[src/rtl/wt_ctrl_pkg.sv]
// Shared types and defaults for the weight-fetch controller.
// Contents:
//   state_t     - controller state (IDLE, FETCH, DRAIN)
//   DEF_*       - default parameter values for the controller and its FIFO
//   CNT_W       - run-length counter width for the default address width
//   ptr_width() - FIFO pointer width for a given depth
package wt_ctrl_pkg;

    typedef enum logic [1:0] {
        IDLE  = 2'd0,
        FETCH = 2'd1,
        DRAIN = 2'd2
    } state_t;

    localparam int DEF_ADDR_WIDTH = 11;
    localparam int DEF_DATA_WIDTH = 256;
    localparam int DEF_READ_LAT   = 1;
    localparam int DEF_FIFO_DEPTH = 4;

    // One extra bit so a run covering the whole memory is representable.
    localparam int CNT_W = DEF_ADDR_WIDTH + 1;

    function automatic int ptr_width(input int depth);
        return (depth <= 1) ? 1 : $clog2(depth);
    endfunction

endpackage

[src/rtl/wt_fetch_fifo.sv]
// Small synchronous FIFO holding returned weight words plus their last flag.
// Ports:
//   clk, rst_n   - clock, asynchronous active-low reset
//   flush        - empties the FIFO; overrides push and pop
//   push, din    - write one entry
//   pop          - remove the head entry (caller guarantees not empty)
//   dout         - head entry (valid when !empty)
//   count, empty - occupancy
module wt_fetch_fifo
    import wt_ctrl_pkg::*;
#(
    parameter int WIDTH = DEF_DATA_WIDTH + 1,
    parameter int DEPTH = DEF_FIFO_DEPTH,
    localparam int PTR_W = ptr_width(DEPTH)
) (
    input  logic             clk,
    input  logic             rst_n,
    input  logic             flush,
    input  logic             push,
    input  logic [WIDTH-1:0] din,
    input  logic             pop,
    output logic [WIDTH-1:0] dout,
    output logic [PTR_W:0]   count,
    output logic             empty
);

    logic [WIDTH-1:0] mem_r [DEPTH];
    logic [PTR_W-1:0] wr_ptr_r;
    logic [PTR_W-1:0] rd_ptr_r;
    logic [PTR_W:0]   count_r;

    // Pointer and occupancy bookkeeping; DEPTH is a power of two so pointers wrap naturally.
    always_ff @(posedge clk or negedge rst_n) begin
        if (!rst_n) begin
            wr_ptr_r <= '0;
            rd_ptr_r <= '0;
            count_r  <= '0;
        end else if (flush) begin
            wr_ptr_r <= '0;
            rd_ptr_r <= '0;
            count_r  <= '0;
        end else begin
            if (push) begin
                wr_ptr_r <= wr_ptr_r + {{(PTR_W-1){1'b0}}, 1'b1};
            end
            if (pop) begin
                rd_ptr_r <= rd_ptr_r + {{(PTR_W-1){1'b0}}, 1'b1};
            end
            count_r <= count_r + {{PTR_W{1'b0}}, push} - {{PTR_W{1'b0}}, pop};
        end
    end

    // Storage array; contents need no reset because occupancy gates their use.
    always_ff @(posedge clk) begin
        if (push && !flush) begin
            mem_r[wr_ptr_r] <= din;
        end
    end

    assign dout  = mem_r[rd_ptr_r];
    assign count = count_r;
    assign empty = (count_r == {(PTR_W+1){1'b0}});

endmodule

[src/rtl/weight_fetch_ctrl.sv]
// Weight SRAM sequencer: streams a contiguous run of words from SRAM port B
// to the datapath over valid/ready, and lets the host write through port A
// only while no fetch is in progress.
// Ports:
//   clka, reset_n              - clock (also SRAM clka/clkb), async active-low reset
//   start, base_addr, word_cnt - fetch request, sampled in IDLE
//   abort                      - cancel an active fetch
//   busy, done                 - status; done pulses one cycle on completion/abort
//   w_valid/w_ready/w_data/w_last - weight stream to the datapath
//   hw_valid/hw_ready/hw_addr/hw_data - host write request
//   ena, wea, addra, dina      - SRAM port A
//   enb, addrb, doutb          - SRAM port B
module weight_fetch_ctrl
    import wt_ctrl_pkg::*;
#(
    parameter int ADDR_WIDTH = DEF_ADDR_WIDTH,
    parameter int DATA_WIDTH = DEF_DATA_WIDTH,
    parameter int READ_LAT   = DEF_READ_LAT,
    parameter int FIFO_DEPTH = DEF_FIFO_DEPTH
) (
    input  logic                  clka,
    input  logic                  reset_n,
    input  logic                  start,
    input  logic [ADDR_WIDTH-1:0] base_addr,
    input  logic [ADDR_WIDTH:0]   word_cnt,
    input  logic                  abort,
    output logic                  busy,
    output logic                  done,
    output logic                  w_valid,
    input  logic                  w_ready,
    output logic [DATA_WIDTH-1:0] w_data,
    output logic                  w_last,
    input  logic                  hw_valid,
    output logic                  hw_ready,
    input  logic [ADDR_WIDTH-1:0] hw_addr,
    input  logic [DATA_WIDTH-1:0] hw_data,
    output logic                  ena,
    output logic                  wea,
    output logic [ADDR_WIDTH-1:0] addra,
    output logic [DATA_WIDTH-1:0] dina,
    output logic                  enb,
    output logic [ADDR_WIDTH-1:0] addrb,
    input  logic [DATA_WIDTH-1:0] doutb
);

    localparam int CW    = ADDR_WIDTH + 1;
    localparam int PTR_W = ptr_width(FIFO_DEPTH);
    localparam int OCC_W = PTR_W + 2;

    state_t                state_r;
    state_t                state_nxt_s;
    logic [ADDR_WIDTH-1:0] base_r;
    logic [CW-1:0]         cnt_r;
    logic [CW-1:0]         issued_r;
    logic [CW-1:0]         push_idx_r;
    logic [READ_LAT-1:0]   pipe_r;
    logic                  abort_r;
    logic                  abort_nxt_s;
    logic                  done_r;
    logic                  done_nxt_s;
    logic                  busy_r;
    logic                  load_s;
    logic                  issue_s;
    logic                  push_s;
    logic                  pop_s;
    logic                  flush_s;
    logic                  last_in_s;
    logic                  head_last_s;
    logic                  fifo_empty_s;
    logic [PTR_W:0]        fifo_count_s;
    logic [DATA_WIDTH:0]   fifo_dout_s;
    logic [OCC_W-1:0]      inflight_s;
    logic [OCC_W-1:0]      occ_s;

    // Number of reads still travelling through the SRAM pipeline.
    always_comb begin
        inflight_s = '0;
        for (int i = 0; i < READ_LAT; i++) begin
            inflight_s = inflight_s + OCC_W'(pipe_r[i]);
        end
    end

    // A read is only issued if its word is guaranteed a FIFO slot on return.
    assign occ_s       = inflight_s + OCC_W'(fifo_count_s);
    assign issue_s     = (state_r == FETCH) && !abort && (issued_r < cnt_r)
                         && (occ_s < OCC_W'(FIFO_DEPTH));
    assign flush_s     = abort && (state_r != IDLE);
    // While an abort is pending, returns of cancelled reads are dropped.
    assign push_s      = pipe_r[READ_LAT-1] && !abort_r && !flush_s;
    assign pop_s       = !fifo_empty_s && w_ready;
    assign last_in_s   = (push_idx_r == (cnt_r - CW'(1)));
    assign head_last_s = fifo_dout_s[DATA_WIDTH];

    // Next-state and completion decisions.
    always_comb begin
        state_nxt_s = state_r;
        done_nxt_s  = 1'b0;
        abort_nxt_s = abort_r;
        load_s      = 1'b0;
        case (state_r)
            IDLE: begin
                abort_nxt_s = 1'b0;
                if (start) begin
                    if (word_cnt == {CW{1'b0}}) begin
                        done_nxt_s = 1'b1;
                    end else begin
                        load_s      = 1'b1;
                        state_nxt_s = FETCH;
                    end
                end else begin
                    state_nxt_s = IDLE;
                end
            end
            FETCH: begin
                if (abort) begin
                    state_nxt_s = DRAIN;
                    abort_nxt_s = 1'b1;
                end else if (issued_r == cnt_r) begin
                    state_nxt_s = DRAIN;
                end else begin
                    state_nxt_s = FETCH;
                end
            end
            DRAIN: begin
                if (abort_r) begin
                    // Cancelled run: finish only once every outstanding read has returned.
                    if (pipe_r == {READ_LAT{1'b0}}) begin
                        state_nxt_s = IDLE;
                        done_nxt_s  = 1'b1;
                        abort_nxt_s = 1'b0;
                    end else begin
                        state_nxt_s = DRAIN;
                    end
                end else if (abort) begin
                    abort_nxt_s = 1'b1;
                end else if (pop_s && head_last_s) begin
                    state_nxt_s = IDLE;
                    done_nxt_s  = 1'b1;
                end else begin
                    state_nxt_s = DRAIN;
                end
            end
            default: begin
                state_nxt_s = IDLE;
                abort_nxt_s = 1'b0;
            end
        endcase
    end

    // State, run counters and in-flight read tracking.
    always_ff @(posedge clka or negedge reset_n) begin
        if (!reset_n) begin
            state_r    <= IDLE;
            base_r     <= '0;
            cnt_r      <= '0;
            issued_r   <= '0;
            push_idx_r <= '0;
            pipe_r     <= '0;
            abort_r    <= 1'b0;
            done_r     <= 1'b0;
            busy_r     <= 1'b0;
        end else begin
            state_r <= state_nxt_s;
            done_r  <= done_nxt_s;
            abort_r <= abort_nxt_s;
            busy_r  <= (state_nxt_s != IDLE);
            if (load_s) begin
                base_r     <= base_addr;
                cnt_r      <= word_cnt;
                issued_r   <= '0;
                push_idx_r <= '0;
            end else begin
                if (issue_s) begin
                    issued_r <= issued_r + CW'(1);
                end
                if (push_s) begin
                    push_idx_r <= push_idx_r + CW'(1);
                end
            end
            pipe_r[0] <= issue_s;
            for (int i = 1; i < READ_LAT; i++) begin
                pipe_r[i] <= pipe_r[i-1];
            end
        end
    end

    wt_fetch_fifo #(
        .WIDTH (DATA_WIDTH + 1),
        .DEPTH (FIFO_DEPTH)
    ) u_fifo (
        .clk   (clka),
        .rst_n (reset_n),
        .flush (flush_s),
        .push  (push_s),
        .din   ({last_in_s, doutb}),
        .pop   (pop_s),
        .dout  (fifo_dout_s),
        .count (fifo_count_s),
        .empty (fifo_empty_s)
    );

    assign busy    = busy_r;
    assign done    = done_r;
    assign w_valid = !fifo_empty_s;
    assign w_data  = fifo_dout_s[DATA_WIDTH-1:0];
    assign w_last  = head_last_s && !fifo_empty_s;

    // Host writes pass straight through to port A, but only while idle.
    assign hw_ready = reset_n && (state_r == IDLE) && hw_valid;
    assign ena      = hw_ready;
    assign wea      = hw_ready;
    assign addra    = hw_addr;
    assign dina     = hw_data;

    // Port B address wraps modulo the memory size.
    assign enb   = issue_s;
    assign addrb = base_r + issued_r[ADDR_WIDTH-1:0];

endmodule

[config.mk]
export PLATFORM = sky130hd
export DESIGN_NAME = weight_fetch_ctrl
export DESIGN_NICKNAME = d
export VERILOG_FILES = /design/src/rtl/wt_ctrl_pkg.sv /design/src/rtl/wt_fetch_fifo.sv /design/src/rtl/weight_fetch_ctrl.sv
export SDC_FILE = /design/constraint.sdc
export NUM_CORES = 1
export LEC_CHECK = 0
export BUFFER_PORTS_ARGS = -buffer_cell sky130_fd_sc_hd__buf_2
export CORE_AREA = 2 2 429 431
export CTS_CLUSTER_DIAMETER = 30
export DETAILED_ROUTE_END_ITERATION = 16
export DIE_AREA = 0 0 431 433
export RECOVER_POWER = 25
export SYNTH_ARGS = -nofsm -noshare
export SYNTH_HDL_FRONTEND = slang
export SYNTH_SLANG_ARGS = --single-unit
[constraint.sdc]
create_clock -name clka -period 13.1 [get_ports clka]
set_input_delay 0.655 -clock clka [delete_from_list [all_inputs] [get_ports clka]]
set_output_delay 0.655 -clock clka [all_outputs]
set_load 0.02 [all_outputs]
==> results.ini <==
[finish]
drive_gt1_share_pct=36.6
area_growth_pct=31.2
final_common_cell=edfxtp_1
regArea_sq_um=32400
mostFrequentLayoutCells=edfxtp_1, buf_2, mux4_2
post-route-util_pct=30.9
fill_cells=17408
multi_input_area_sq_um=8080
nNetsFinal=3289

[clock_tree]
cts_root_buffer=clkbuf_16
insertion_delay_ns=0.86
clockBufferDepth=3
htree_levels=4
numCtsBuffers=220
cts_tree=yes
cts_num_sinks=1088
clk_pin_slew_worst_paths_ns=0.04
cts_resized=0

[timing]
period_minus_slack_ns=4.95
relSlewSlack_pct=-134
final-setup-viol-count=0
finalSetupTns_ns=0
slew_violations=62
tightest_slew_ns=3.52
fmax_mhz=202
fin_crit_sh_pct=37.8
finClkSkew_ns=0.0792
finalHoldViolCount=0
rsz0062_at_grt=no

[setup_path]
r2r_slack_ns=8.62
cp-start-kind=flop
arrival_ns=4.29
crit_required_ns=12.44
end_kind=primary output
cpPeakStageDelay_ns=0.90
crit_family=buffers and inverters
cp_num_buf_inv=3
crit_path_max_fanout=45
crit_path_top_delay_cell=dfrtp_4
cpMostUsedCell=buf_4
critPathKind=flop to primary output
path_cells=buf_4 -> buf_4 -> mux4_2 -> buf_2

[grt]
grt_overflow_total=0
grt_usage_pct=11.8
grt_first_pass_wirelength_mm=161
grt_max_degree=142
grt_pass1_vias=23196
antenna_found_initial=24

[synth]
dominantRegCellSynth=edfxtp_1
netlist_area_sq_um=42900
ys_ff_latch=1088
syn-instance-count=2030
ys_seq_area_share_pct=75.5
avgSynthCellArea_sq_um=21.1
synthDistinctLibCells=52
synth_edf_count=1028
ys_async_sr_fraction_pct=5.51
yosysWarnings=0
syn-num-nets=2620

[floorplan]
start_util_pct=23.5
num_rows=157
die_x_um=431
io_pins=1094
dieArea_sq_um=187000
chipHeight_um=433
core_sq_um=182000

[status]
violations=capacitance limit, slew limit
status=finished, violations left

[route]
drc=0
dr.pass1.iters=5
vias_per_cell=4.11
ant_nets=0
vias=21742
drtIter0Drc=1330
wl_per_cell_um=21.5
wl_mm=114

[power_and_ir_drop]
power_switching_mw=3.73
swShare_pct=29.3
pwr-share-seq_pct=33.3
vdd_drop_max_uv=144
comb_power_share_pct=21.9
p_int_mw=9.00
clockPowerShare_pct=44.8
power_mw=12.7
power_per_cell_area_nw_per_um2=226
leakage_nw=18.9

[place]
port_buffers=559
gp_congestion=0.781
hpwl_mm=75.5

[job]
cap_violations=1

[min_path]
hp-class=primary input to flop

-- metal layers --
metal | vias to the layer above | global-route usage, % | part of all wire (%) | wire length [um]
met1 | 11244 | 12.2 | 35 | 39400
met4 | 18 | 6.21 | 4.6 | 5200
met3 | 342 | 4.66 | 8.1 | 9190
met5 | - | 0 | 0.10 | 114
met2 | 812 | 20.6 | 53 | 59600
li1 | 9326 | - | - | -
-- kinds of logic after synthesis --
kind of cell	share of synthesized area [%]
DFF	75.5
buffers and inverters	5.70
muxes	14.0
and+or+nand+nor	1.83
AOI/OAI and AO/OA	0.957
xor gates and xnor gates	0.899
adders and majority gates	1.14
-- through the flow --
step	hold slack, ns	instances	setup slack, ns	cell area [sq um]
floorplan	0.359	2030	5.21	42900
global placement	0.505	4659	8.37	46600
detailed placement	0.510	4659	8.33	46600
CTS	0.000341	5278	7.86	56400
global route	0.0366	5284	7.69	56200
finish	0.0932	5287	8.15	56200
-- sequential cells by signal, summed over array words and instances, names as in the netlist --
signal	flops
u_fifo.mem_r	1028
cnt_r	12
issued_r	12
push_idx_r	12
base_r	11
u_fifo.count	3
state_r	2
u_fifo.rd_ptr_r	2
u_fifo.wr_ptr_r	2
abort_r	1
busy	1
done	1
pipe_r	1
-- synth_stat cells (all sizes together), types with 14 or more instances --
cell	instances	area (sq um)
a21oi	18	90.1
buf	305	2190
clkbuf	34	128
dfrtp	60	1500
edfxtp	1028	30900
ha	36	450
inv	33	124
mux4	257	5790
nand2	28	105
nand3	14	70.1
nor2	40	150
o21ai	26	130
xnor2	28	245
xor2	16	140
-- final timing paths --
check,depth (start not counted),endpoint,from
worst min-delay path,2,base_r[0]$_DFFE_PN0N_,base_addr[0]
worst min register to register,1,base_r[7]$_DFFE_PN0N_,base_r[7]$_DFFE_PN0N_
min in group asynchronous,2,done$_DFF_PN0_,reset_n
max in group asynchronous,2,u_fifo.rd_ptr_r[1]$_DFFE_PN0P_,reset_n
worst max register to register,7,u_fifo.mem_r[1][204]$_DFFE_PP_,state_r[1]$_DFF_PN0_
worst max-delay path,4,w_data[181],u_fifo.rd_ptr_r[0]$_DFFE_PN0P_
-- worst register-to-register path, delay by kind of cell, from the launching register on --
kind / cells / cell delay [ns]
fa+ha+maj: 1 / 0.19
simple gates: 3 / 1.57
flops: 1 / 0.43
buf+inv: 3 / 1.85
-- area by class of cell --
type	instances	share of cell area [%]
inverter	33	0.220
clock buffer	244	9.99
sequential	1088	57.6
clock inverter	172	3.94
multi-input combinational	570	14.4
tap	2385	5.31
antenna	9	0.0400
timing repair buffer	786	8.56
-- repair_timing --
item / in CTS / in global routing
hold buffers: 203 / 0
hold endpoints to repair: 739 / 0
setup buffers: 0 / 0
-- power groups by stage --
stage               combinational (mW)  clock, mW  sequential (mW)
floorplan                         1.97          0             4.27
CTS                               2.88       5.81             4.24
finish                            2.79       5.70             4.23
detailed placement                2.81          0             4.30
global placement                  2.81          0             4.30
global route                      2.97       5.99             4.26
Power figures use the tool's default switching activity.
